## src/rtl/i2c_init_pkg.sv

```systemverilog
// i2c_init_pkg: shared state encoding, table layout and constants
// for the I2C peripheral init sequencer.
package i2c_init_pkg;

   localparam int ENTRY_W     = 16;
   localparam int REG_MSB     = 15;
   localparam int REG_LSB     = 8;
   localparam int DATA_MSB    = 7;
   localparam int DATA_LSB    = 0;
   localparam int MAX_ENTRIES = 256;
   localparam int TABLE_W     = MAX_ENTRIES * ENTRY_W;

   localparam logic [7:0] FAIL_TIMEOUT = 8'hFF;

   typedef enum logic [3:0] {
      S_IDLE,
      S_RST_REQ,
      S_RST_FALL,
      S_RST_RISE,
      S_LOAD,
      S_ISSUE,
      S_WAIT_RSP,
      S_DONE,
      S_ERROR
   } state_e;

   function automatic logic [7:0] entry_reg(
      input logic [ENTRY_W-1:0] e
   );
      return e[REG_MSB:REG_LSB];
   endfunction

   function automatic logic [7:0] entry_data(
      input logic [ENTRY_W-1:0] e
   );
      return e[DATA_MSB:DATA_LSB];
   endfunction

endpackage

```

## src/rtl/i2c_init_if.sv

```systemverilog
// i2c_init_if: write-command / response port between the init
// sequencer (master) and the I2C master controller (slave).
interface i2c_init_if;

   logic       cmd_valid_o;
   logic       cmd_ready_i;
   logic [6:0] cmd_dev_o;
   logic [7:0] cmd_reg_o;
   logic [7:0] cmd_data_o;
   logic       rsp_valid_i;
   logic       rsp_nack_i;

   modport master (
      output cmd_valid_o,
      output cmd_dev_o,
      output cmd_reg_o,
      output cmd_data_o,
      input  cmd_ready_i,
      input  rsp_valid_i,
      input  rsp_nack_i
   );

   modport slave (
      input  cmd_valid_o,
      input  cmd_dev_o,
      input  cmd_reg_o,
      input  cmd_data_o,
      output cmd_ready_i,
      output rsp_valid_i,
      output rsp_nack_i
   );

endinterface

```

## src/rtl/i2c_init_rom.sv

```systemverilog
// i2c_init_rom: register-write table, one-cycle read latency,
// output cleared by reset and held between reads.
module i2c_init_rom
   import i2c_init_pkg::*;
#(
   parameter int unsigned        NUM_WRITES = 8,
   parameter logic [TABLE_W-1:0] TABLE      = '0
) (
   input  logic               clock_i,
   input  logic               reset_i,
   input  logic               rd_en_i,
   input  logic [7:0]         addr_i,
   output logic [ENTRY_W-1:0] data_o
);

   localparam logic [8:0] DEPTH = 9'(NUM_WRITES);

   logic [ENTRY_W-1:0] data_q;

   always_ff @(posedge clock_i) begin
      if (reset_i) begin
         data_q <= '0;
      end else if (rd_en_i) begin
         if ({1'b0, addr_i} < DEPTH) begin
            data_q <= TABLE[{addr_i, 4'h0} +: ENTRY_W];
         end else begin
            data_q <= '0;
         end
      end
   end

   assign data_o = data_q;

endmodule

```

## src/rtl/i2c_init_sequencer.sv

```systemverilog
// i2c_init_sequencer: pulses the peripheral reset, waits for ready,
// then streams the init table to the I2C master with NACK retry.
module i2c_init_sequencer
   import i2c_init_pkg::*;
#(
   parameter int unsigned        NUM_WRITES    = 8,
   parameter logic [6:0]         DEV_ADDR      = 7'h60,
   parameter int unsigned        MAX_RETRIES   = 3,
   parameter int unsigned        RESET_TIMEOUT = 1000,
   parameter logic [TABLE_W-1:0] TABLE         = '0
) (
   input  logic       clock_i,
   input  logic       reset_i,
   input  logic       start_i,
   output logic       prst_request_o,
   input  logic       prst_ready_i,
   i2c_init_if.master cmd,
   output logic       busy_o,
   output logic       done_o,
   output logic       error_o,
   output logic [7:0] fail_index_o
);

   localparam logic [31:0] TIMEOUT = 32'(RESET_TIMEOUT);
   localparam logic [7:0]  MAXR    = 8'(MAX_RETRIES);
   localparam logic [7:0]  LAST    = 8'(NUM_WRITES - 1);

   state_e             state_q;
   logic               prst_q;
   logic               valid_q;
   logic               busy_q;
   logic               done_q;
   logic               error_q;
   logic [7:0]         fail_q;
   logic [7:0]         idx_q;
   logic [7:0]         idx_d;
   logic [7:0]         retry_q;
   logic [31:0]        timer_q;
   logic [31:0]        timer_d;
   logic               rd_en;
   logic [ENTRY_W-1:0] rom_q;

   assign timer_d = (timer_q == '1) ? timer_q : timer_q + 32'd1;
   assign idx_d   = idx_q + 8'd1;
   assign rd_en   = (state_q == S_LOAD);

   i2c_init_rom #(
      .NUM_WRITES (NUM_WRITES),
      .TABLE      (TABLE)
   ) u_rom (
      .clock_i (clock_i),
      .reset_i (reset_i),
      .rd_en_i (rd_en),
      .addr_i  (idx_q),
      .data_o  (rom_q)
   );

   always_ff @(posedge clock_i) begin
      if (reset_i) begin
         state_q <= S_IDLE;
         prst_q  <= 1'b0;
         valid_q <= 1'b0;
         busy_q  <= 1'b0;
         done_q  <= 1'b0;
         error_q <= 1'b0;
         fail_q  <= '0;
         idx_q   <= '0;
         retry_q <= '0;
         timer_q <= '0;
      end else begin
         prst_q <= 1'b0;
         unique case (state_q)
            S_IDLE, S_DONE, S_ERROR: begin
               if (start_i) begin
                  state_q <= S_RST_REQ;
                  prst_q  <= 1'b1;
                  busy_q  <= 1'b1;
                  done_q  <= 1'b0;
                  error_q <= 1'b0;
                  fail_q  <= '0;
                  idx_q   <= '0;
               end
            end
            S_RST_REQ: begin
               timer_q <= '0;
               state_q <= S_RST_FALL;
            end
            // ready may linger high right after the request
            S_RST_FALL: begin
               if (!prst_ready_i) begin
                  timer_q <= '0;
                  state_q <= S_RST_RISE;
               end else if (timer_d >= TIMEOUT) begin
                  state_q <= S_ERROR;
                  error_q <= 1'b1;
                  busy_q  <= 1'b0;
                  fail_q  <= FAIL_TIMEOUT;
               end else begin
                  timer_q <= timer_d;
               end
            end
            S_RST_RISE: begin
               if (prst_ready_i) begin
                  if (NUM_WRITES == 0) begin
                     state_q <= S_DONE;
                     done_q  <= 1'b1;
                     busy_q  <= 1'b0;
                  end else begin
                     retry_q <= '0;
                     state_q <= S_LOAD;
                  end
               end else if (timer_d >= TIMEOUT) begin
                  state_q <= S_ERROR;
                  error_q <= 1'b1;
                  busy_q  <= 1'b0;
                  fail_q  <= FAIL_TIMEOUT;
               end else begin
                  timer_q <= timer_d;
               end
            end
            S_LOAD: begin
               valid_q <= 1'b1;
               state_q <= S_ISSUE;
            end
            S_ISSUE: begin
               if (cmd.cmd_ready_i) begin
                  valid_q <= 1'b0;
                  state_q <= S_WAIT_RSP;
               end
            end
            S_WAIT_RSP: begin
               if (cmd.rsp_valid_i) begin
                  if (!cmd.rsp_nack_i) begin
                     if (idx_q == LAST) begin
                        state_q <= S_DONE;
                        done_q  <= 1'b1;
                        busy_q  <= 1'b0;
                     end else begin
                        idx_q   <= idx_d;
                        retry_q <= '0;
                        state_q <= S_LOAD;
                     end
                  end else if (retry_q < MAXR) begin
                     retry_q <= retry_q + 8'd1;
                     valid_q <= 1'b1;
                     state_q <= S_ISSUE;
                  end else begin
                     state_q <= S_ERROR;
                     error_q <= 1'b1;
                     busy_q  <= 1'b0;
                     fail_q  <= idx_q;
                  end
               end
            end
            default: state_q <= S_IDLE;
         endcase
      end
   end

   assign prst_request_o  = prst_q;
   assign cmd.cmd_valid_o = valid_q;
   assign cmd.cmd_dev_o   = DEV_ADDR;
   assign cmd.cmd_reg_o   = entry_reg(rom_q);
   assign cmd.cmd_data_o  = entry_data(rom_q);
   assign busy_o          = busy_q;
   assign done_o          = done_q;
   assign error_o         = error_q;
   assign fail_index_o    = fail_q;

endmodule

```

## src/flat_wrapper.sv

```systemverilog
// flat-port wrapper written by rule: the top's interface ports become plain ports
module i2c_init_sequencer_flat import i2c_init_pkg::*;
#(
   parameter int unsigned        NUM_WRITES    = 8,
   parameter logic [6:0]         DEV_ADDR      = 7'h60,
   parameter int unsigned        MAX_RETRIES   = 3,
   parameter int unsigned        RESET_TIMEOUT = 1000,
   parameter logic [TABLE_W-1:0] TABLE         = '0
)
  (clock_i, reset_i, start_i, prst_request_o, prst_ready_i, busy_o, done_o, error_o, fail_index_o, cmd_cmd_valid_o, cmd_cmd_dev_o, cmd_cmd_reg_o, cmd_cmd_data_o, cmd_cmd_ready_i, cmd_rsp_valid_i, cmd_rsp_nack_i);
  i2c_init_if cmd_i ();
  input  logic clock_i;
  input  logic reset_i;
  input  logic start_i;
  output logic prst_request_o;
  input  logic prst_ready_i;
  output logic busy_o;
  output logic done_o;
  output logic error_o;
  output logic [7:0] fail_index_o;
  output wire logic [$bits(cmd_i.cmd_valid_o)-1:0] cmd_cmd_valid_o;
  output wire logic [$bits(cmd_i.cmd_dev_o)-1:0] cmd_cmd_dev_o;
  output wire logic [$bits(cmd_i.cmd_reg_o)-1:0] cmd_cmd_reg_o;
  output wire logic [$bits(cmd_i.cmd_data_o)-1:0] cmd_cmd_data_o;
  input wire logic [$bits(cmd_i.cmd_ready_i)-1:0] cmd_cmd_ready_i;
  input wire logic [$bits(cmd_i.rsp_valid_i)-1:0] cmd_rsp_valid_i;
  input wire logic [$bits(cmd_i.rsp_nack_i)-1:0] cmd_rsp_nack_i;
  assign cmd_cmd_valid_o = cmd_i.cmd_valid_o;
  assign cmd_cmd_dev_o = cmd_i.cmd_dev_o;
  assign cmd_cmd_reg_o = cmd_i.cmd_reg_o;
  assign cmd_cmd_data_o = cmd_i.cmd_data_o;
  assign cmd_i.cmd_ready_i = cmd_cmd_ready_i;
  assign cmd_i.rsp_valid_i = cmd_rsp_valid_i;
  assign cmd_i.rsp_nack_i = cmd_rsp_nack_i;
  i2c_init_sequencer #(.NUM_WRITES(NUM_WRITES), .DEV_ADDR(DEV_ADDR), .MAX_RETRIES(MAX_RETRIES), .RESET_TIMEOUT(RESET_TIMEOUT), .TABLE(TABLE)) u_core (.clock_i(clock_i), .reset_i(reset_i), .start_i(start_i), .prst_request_o(prst_request_o), .prst_ready_i(prst_ready_i), .cmd(cmd_i), .busy_o(busy_o), .done_o(done_o), .error_o(error_o), .fail_index_o(fail_index_o));
endmodule
```

## config.mk

```make
export PLATFORM = sky130hd
export DESIGN_NAME = i2c_init_sequencer_flat
export DESIGN_NICKNAME = d
export VERILOG_FILES = /design/src/rtl/i2c_init_pkg.sv /design/src/rtl/i2c_init_if.sv /design/src/rtl/i2c_init_rom.sv /design/src/rtl/i2c_init_sequencer.sv /design/src/flat_wrapper.sv
export SDC_FILE = /design/constraint.sdc
export NUM_CORES = 1
export LEC_CHECK = 0
export BUFFER_PORTS_ARGS = -buffer_cell sky130_fd_sc_hd__buf_2
export CAP_MARGIN = 10
export CORE_ASPECT_RATIO = 1.4
export CORE_MARGIN = 1
export CORE_UTILIZATION = 53
export CTS_CLUSTER_SIZE = 28
export DETAILED_ROUTE_END_ITERATION = 8
export HOLD_SLACK_MARGIN = 0.06
export MAX_ROUTING_LAYER = met4
export PLACE_DENSITY = 0.84
export SETUP_SLACK_MARGIN = 0.3
export SLEW_MARGIN = 20
export SYNTH_ARGS = -nofsm -noshare
export SYNTH_HDL_FRONTEND = slang
export SYNTH_SLANG_ARGS = --single-unit
export TNS_END_PERCENT = 100
```

## constraint.sdc

```tcl
create_clock -name clock_i -period 3.05 [get_ports clock_i]
set_input_delay 0 -clock clock_i [delete_from_list [all_inputs] [get_ports clock_i]]
set_output_delay 0 -clock clock_i [all_outputs]
set_load 0.005 [all_outputs]
```

==> results of run 1 <==
## state kept, by name, indices dropped and copies added, names as in the netlist
| register | cells |
|---|---|
| u_core.cmd.cmd_valid_o | 1 |
| u_core.error_o | 1 |
| u_core.busy_o | 1 |
| u_core.idx_q | 8 |
| u_core.retry_q | 8 |
| u_core.done_o | 1 |
| u_core.fail_index_o | 8 |
| u_core.state_q | 4 |
| u_core.timer_q | 32 |
| u_core.prst_request_o | 1 |
## cell families (layout without fill, tap and decap cells)
family,after synthesis,in the layout,share of synthesized area [%]
adders and majority gates,3,3,0.995
muxes,3,3,0.796
AOI/OAI and AO/OA,115,115,20.6
xor gates and xnor gates,17,17,3.95
and+or+nand+nor,207,207,29.5
buffers and inverters,61,89,9.52
other,2,23,0.199
DFF,65,65,34.5
## per-layer routing
layer  part of all wire, %  track usage, %  up-vias
li1                      -               -     1770
met3                   4.6            5.37       40
met2                    53            47.3      171
met5                     0               -        -
met4                   4.7            17.0        0
met1                    37            24.5     1764
## layout by cell type, fill, tap and decap left out, types with 9 or more instances in the layout
master    count
o21a_1       27
nand2_1      44
buf_2        19
nor2_1       43
nor3_1       15
xnor2_1       9
dfxtp_2      15
nand3_1      27
a31oi_1      17
conb_1       23
dfxtp_1      43
nand4_1      14
clkbuf_8      9
a21oi_1      15
inv_1        13
o21ai_0      16
buf_4        30
## power by group through the flow
stage | clock, uW | combinational [uW] | sequential (uW)
4_1_cts | 926 | 716 | 957
2_1_floorplan | 0 | 554 | 950
3_3_place_gp | 0 | 689 | 976
5_1_grt | 978 | 840 | 971
3_5_place_dp | 0 | 705 | 979
6_report | 920 | 764 | 963
## per-stage QoR
stage	setup WS (ps)	instances	hold slack (ps)
final	268	617	83.6
after global routing	132	617	119
after CTS	290	608	74.9
after detailed placement	153	577	243
after global placement	248	577	234
after floorplan	326	494	110
## worst max-delay path, stage by stage (launching register included)
cell	delay (ps)
dfxtp_1	430
nand4_1	260
nor4_1	470
nand4_1	250
xor2_1	190
and2_1	170
and3_4	190
and2_4	180
buf_6	120
buf_4	140
a31oi_2	190
nor3_2	50
## worst min-delay path by stage
| stage | start | endpoint | slack (ps) | depth (start not counted) |
|---|---|---|---|---|
| floorplan | cmd_cmd_ready_i | u_core.cmd.cmd_valid_o$_SDFFE_PP0P_ | 110 | 1 |
| global placement | cmd_cmd_ready_i | u_core.cmd.cmd_valid_o$_SDFFE_PP0P_ | 230 | 2 |
| detailed placement | cmd_cmd_ready_i | u_core.cmd.cmd_valid_o$_SDFFE_PP0P_ | 240 | 2 |
| CTS | cmd_rsp_nack_i | u_core.done_o$_SDFFE_PP0P_ | 70 | 4 |
| global route | cmd_rsp_nack_i | u_core.retry_q[1]$_SDFFE_PP0P_ | 120 | 5 |
| finish | cmd_rsp_nack_i | u_core.done_o$_SDFFE_PP0P_ | 80 | 4 |
## layout make-up
type | count | area, um^2 | area share (%)
inverters | 13 | 48.8 | 1.06
clock inverters | 7 | 125 | 2.73
well taps | 95 | 119 | 2.59
flip-flops and latches | 65 | 1350 | 29.4
repair buffers | 60 | 435 | 9.50
clock buffers | 9 | 124 | 2.70
multi-input cells | 368 | 2390 | 52.0
## what timing repair did
action                                  CTS  global route
resized for setup                        25            46
setup buffers                            11             8
hold buffers                              4             0
endpoints found under the hold margin     4             0
cloned                                    0             1
endpoints found under the setup margin   38            48
pin swaps                                 5            21
==> impl_metrics.ini, run 1 <==
[run_status]
status = completed

[place]
place.gp.congestion = 0.937
dpl.hpwl_um = 6310
portBuffers = 19
placed_area_um2 = 3900

[worst_setup_path]
r2r_end = u_core.state_q[1]$_SDFFE_PP0P_
r2r_cells = 11
critPathKind = reg2reg
arrival_ps = 3010
timing.reg2reg.setup_slack_ps = 270
cp_max_fo = 5
cp-endpoint = u_core.state_q[1]$_SDFFE_PP0P_
worstPathRequired_ps = 3280
end_kind = flip-flop
crit_path_start = u_core.timer_q[26]$_SDFFE_PP0P_
cp-start-kind = flip-flop
timing.rr.start = u_core.timer_q[26]$_SDFFE_PP0P_

[sta]
skew_ps = 15.2
period_needed_ps = 2780
final_hold_viol_count = 0
worstMarginPinSlew_ps = 725
relSlewSlack_pct = 51.5
rsz0062_at_grt = yes
fin_crit_sh_pct = 91.2
max_freq_ghz = 0.359
maxSlewViolCount = 0
setup_violations = 0
fin_tns_setup_ps = 0

[route]
drc_errors = 0
dr.pass1.iters = 5
wl_um = 10000
drt_iter0_drc = 311
vias_per_cell = 6.07
antenna_left = 0
wl_per_cell_um = 16.3
num_vias = 3745

[clocking]
clock-root-buffer = clkbuf_8
cts.sinks = 65
cts_tree = done
insertion_delay_ps = 370
clockBufferDepth = 2
numCtsBuffers = 9
clk_pin_slew_worst_paths_ps = 80
htreeDepth = 3

[synth]
synthTopCellsByArea = dfxtp_1 35%, o21a_1 5.4%, buf_4 4.6%
synth_top_area_share_pct = 34.5
ys_warn_count = 0
synth-seq-cells = 65
synth-edff-count = 0
synth_top_area_cell = dfxtp_1
netlist_area_um2 = 3770
avgSynthCellArea_um2 = 7.97
syn_inst = 473
yosys-top-cells-count = 65 x dfxtp_1, 45 x nand2_1, 43 x nor2_1
ys_types = 62
synth-main-ff-cell = dfxtp_1
ys_seq_area_share_pct = 34.5
yosysMostFrequentCell = dfxtp_1
async_flop_share_pct = 0

[min_path]
min_path_type = in2reg

[global_route]
grt_max_degree = 26
grt_pass1_vias = 3364
grt_overflow = 0
grt_first_pass_wirelength_um = 14600
antenna_found_initial = 0
track_usage_pct = 26.1

[final_layout]
nets = 527
diodes = 0
syn_to_final_growth_pct = 21.6
finalInstanceArea_um2 = 4580
fillCellCount = 566
drive_above_1_share_pct = 25.3
fin_util_pct = 66.1

[power_and_ir_drop]
p_per_area_nw_per_um2 = 577
p_sw_share_pct = 35.3
p_clk_share_pct = 34.8
internal_power_uw = 1710
combPwrFrac_pct = 28.9
power_uw = 2650
switching_power_uw = 934
power.leakage_uw = 0.00179
vdd_drop_max_mv = 0.327
seqPwrFrac_pct = 36.4

[floorplanning]
ios = 43
die_w_um = 73.3
dieArea_um2 = 7460
start_util_pct = 54.4
num_rows = 36
die_h_um = 102
core_um2 = 6940

[run]
drv_cap = 0
Note: power is estimated with default switching activity, not from simulation.
==> inputs of run 2 (changes only) <==
--- a/config.mk
+++ b/config.mk
@@ -5,16 +5,16 @@
 export SDC_FILE = /design/constraint.sdc
 export NUM_CORES = 1
 export LEC_CHECK = 0
+export ABC_AREA = 1
 export BUFFER_PORTS_ARGS = -buffer_cell sky130_fd_sc_hd__buf_2
 export CAP_MARGIN = 10
 export CORE_ASPECT_RATIO = 1.4
 export CORE_MARGIN = 1
-export CORE_UTILIZATION = 53
-export CTS_CLUSTER_SIZE = 28
+export CORE_UTILIZATION = 54
 export DETAILED_ROUTE_END_ITERATION = 8
 export HOLD_SLACK_MARGIN = 0.06
 export MAX_ROUTING_LAYER = met4
-export PLACE_DENSITY = 0.84
+export PLACE_DENSITY = 0.81
 export SETUP_SLACK_MARGIN = 0.3
 export SLEW_MARGIN = 20
 export SYNTH_ARGS = -nofsm -noshare
==> impl_metrics.ini, run 2 <==
[route]
drt_iter0_drc = 369
antenna_left = 0
vias_per_cell = 5.41
drc_errors = 0
dr.pass1.iters = 5
wl_um = 11100
wl_per_cell_um = 13.2
num_vias = 4566

[worst_setup_path]
r2r_end = u_core.timer_q[0]$_SDFFE_PP0P_
end_kind = flip-flop
path_buf_inv = 2
cp_max_fo = 19
slowest_delay_ps = 400
cpMostUsedCell = nand2_1
timing.rr.start = u_core.timer_q[0]$_SDFFE_PP0P_
crit_path_start = u_core.timer_q[0]$_SDFFE_PP0P_
crit_cells = 16
critPathKind = reg2reg
cp_top_family = simple AND/OR/NAND/NOR gates
r2r_cells = 16
timing.reg2reg.setup_slack_ps = 500
cp-start-kind = flip-flop
crit_chain = ha_2 > inv_1 > nor2_4 > nand2_4 > nor2_8 > nand2_1 > nand2_1 > nand3_1 > nor2_1 > nand2_1 > nor2_4 > nand3_4 > buf_12 > nand2_1 > nand3_1 > a21oi_1
cp_slowest_cell = dfxtp_2
arrival_ps = 2830
worstPathRequired_ps = 3330

[final_layout]
drive_above_1_share_pct = 10.3
layout_common_cells = 232 x nand2_1, 76 x nor2_1, 73 x inv_1
syn_to_final_growth_pct = 8.62
diodes = 0
largest-register = u_core.timer_q
nets = 750
layout_commonest_cell = nand2_1
largest_register_ffs = 32
fillCellCount = 744

[sta]
fin_crit_sh_pct = 83.7
skew_ps = 7.91
setup_violations = 0
hold_slack_ps = 130
maxSlewViolCount = 0
max_freq_ghz = 0.392
fin_tns_setup_ps = 0
rsz0062_at_grt = no
period_needed_ps = 2550
final_hold_viol_count = 0

[synth]
async_flop_share_pct = 0
avgSynthCellArea_um2 = 6.05
synth-edff-count = 0
syn_inst = 720
yosysMostFrequentCell = nand2_1
synth-main-ff-cell = dfxtp_1
synth_top_area_share_pct = 29.9
ys_types = 35
netlist_area_um2 = 4350
ys_warn_count = 0
ys_seq_area_share_pct = 29.9
synth-seq-cells = 65
synth_top_area_cell = dfxtp_1
yosys-top-cells-count = 233 x nand2_1, 80 x nor2_1, 73 x inv_1
synthTopCellsByArea = dfxtp_1 30%, nand2_1 20%, nand3_1 8.2%

[global_route]
grt_pass1_vias = 4250
track_usage_pct = 28.8
grt_first_pass_wirelength_um = 18500
grt_max_degree = 38
antenna_found_initial = 0
grt_overflow = 0

[min_path]
min_path_type = in2reg
hold_end = u_core.cmd.cmd_valid_o$_SDFFE_PP0P_
min_from = cmd_cmd_ready_i
hold_depth = 4

[floorplanning]
dieArea_um2 = 8430
ios = 43
start_util_pct = 55.8
die_h_um = 108
die_w_um = 77.9
num_rows = 38
core_um2 = 7800

[power_and_ir_drop]
p_clk_share_pct = 29.9
combPwrFrac_pct = 32.8
seqPwrFrac_pct = 37.3
power.leakage_uw = 0.00199
vdd_drop_max_mv = 0.522
switching_power_uw = 976
p_per_area_nw_per_um2 = 535
internal_power_uw = 1550
p_sw_share_pct = 38.6

[clocking]
post-cts-setup-buffers = 0
cts_tree = done
clock-root-buffer = clkbuf_8
clk_pin_slew_worst_paths_ps = 70
numCtsBuffers = 9
htreeDepth = 3
cts.sinks = 65
clockBufferDepth = 2
insertion_delay_ps = 350

[run]
drv_cap = 0

[place]
portBuffers = 19
place.gp.congestion = 0.965
dpl.hpwl_um = 8000

[run_status]
status = completed
run 2: cell count changes in the layout (fill, tap and decap cells not counted), sizes merged, moves of 12 or more:
| cell | previous run | this run |
|---|---|---|
| nand2 | 46 | 240 |
| nand3 | 30 | 72 |
| a31oi | 18 | 0 |
| o21a | 27 | 0 |
| buf | 55 | 28 |
| a21oi | 17 | 55 |
| inv | 15 | 74 |
| nor2 | 43 | 95 |
| nor4 | 14 | 2 |
run 2: worst reg2reg max path, cell delays in order, from the launching register on:
cell and delay [ps]:
dfxtp_2 400, ha_2 230, inv_1 70, nor2_4 190, nand2_4 120, nor2_8 190, nand2_1 130, nand2_1 80
nand3_1 60, nor2_1 110, nand2_1 90, nor2_4 210, nand3_4 160, buf_12 190, nand2_1 60, nand3_1 60
a21oi_1 130
run 2: cells by family (layout without fill, tap and decap cells):
group | count (synthesis) | count (layout) | synth area share, %
simple gates | 443 | 443 | 45.2
buf+inv | 117 | 120 | 12.8
compound gates | 86 | 86 | 10.3
flops | 65 | 65 | 29.9
xor+xnor | 4 | 4 | 0.805
fa+ha+maj | 3 | 3 | 0.862
other cells | 2 | 23 | 0.173
run 2: worst max-delay path by stage:
stage,to,slack [ps]
after global routing,u_core.busy_o$_SDFFE_PP0P_,300
after detailed placement,u_core.timer_q[0]$_SDFFE_PP0P_,260
after floorplan,u_core.error_o$_SDFFE_PP0P_,790
final,u_core.timer_q[0]$_SDFFE_PP0P_,500
after CTS,u_core.timer_q[0]$_SDFFE_PP0P_,380
after global placement,u_core.timer_q[0]$_SDFFE_PP0P_,350
run 2: area by class of cell:
cell class              count  area, um^2  share of cell area, %
multi-input cells         559        2610                   55.3
flip-flops and latches     65        1300                   27.6
inverters                  75         282                   5.95
repair buffers             30         208                   4.39
clock buffers              13         159                   3.36
well taps                 100         125                   2.65
clock inverters             2        37.5                  0.794
run 2: timing repair:
| item | CTS | global route |
|---|---|---|
| setup endpoints to repair | 39 | 46 |
| hold buffers | 2 | 0 |
| endpoints found under the hold margin | 11 | 0 |
| gates resized for setup | 1 | 11 |
run 2: layer usage:
| layer | vias up | wire length, um | GRT usage, % |
|---|---|---|---|
| met3 | 38 | 523 | 5.06 |
| li1 | 2294 | - | - |
| met4 | 0 | 465 | 16.0 |
| met5 | - | 0 | - |
| met1 | 2067 | 4350 | 29.9 |
| met2 | 167 | 5790 | 51.2 |
run 2: power groups by stage:
stage	sequential, uW	clock, uW	combinational (uW)
after global routing	949	802	942
after CTS	941	767	806
after detailed placement	960	0	798
after floorplan	953	0	613
after global placement	957	0	780
final	943	757	828
run 2: stage by stage:
stage | worst slack [ps] | area, um^2 | util, % | total power [uW] | instances
after floorplan | 788 | 4430 | - | 1570 | 741
after detailed placement | 263 | 4470 | 57.3 | 1760 | 827
after CTS | 380 | 4690 | 60.1 | 2510 | 844
final | 497 | 4730 | 60.6 | 2530 | 844
after global placement | 346 | 4470 | 57.3 | 1740 | 827
after global routing | 301 | 4730 | 60.6 | 2690 | 844
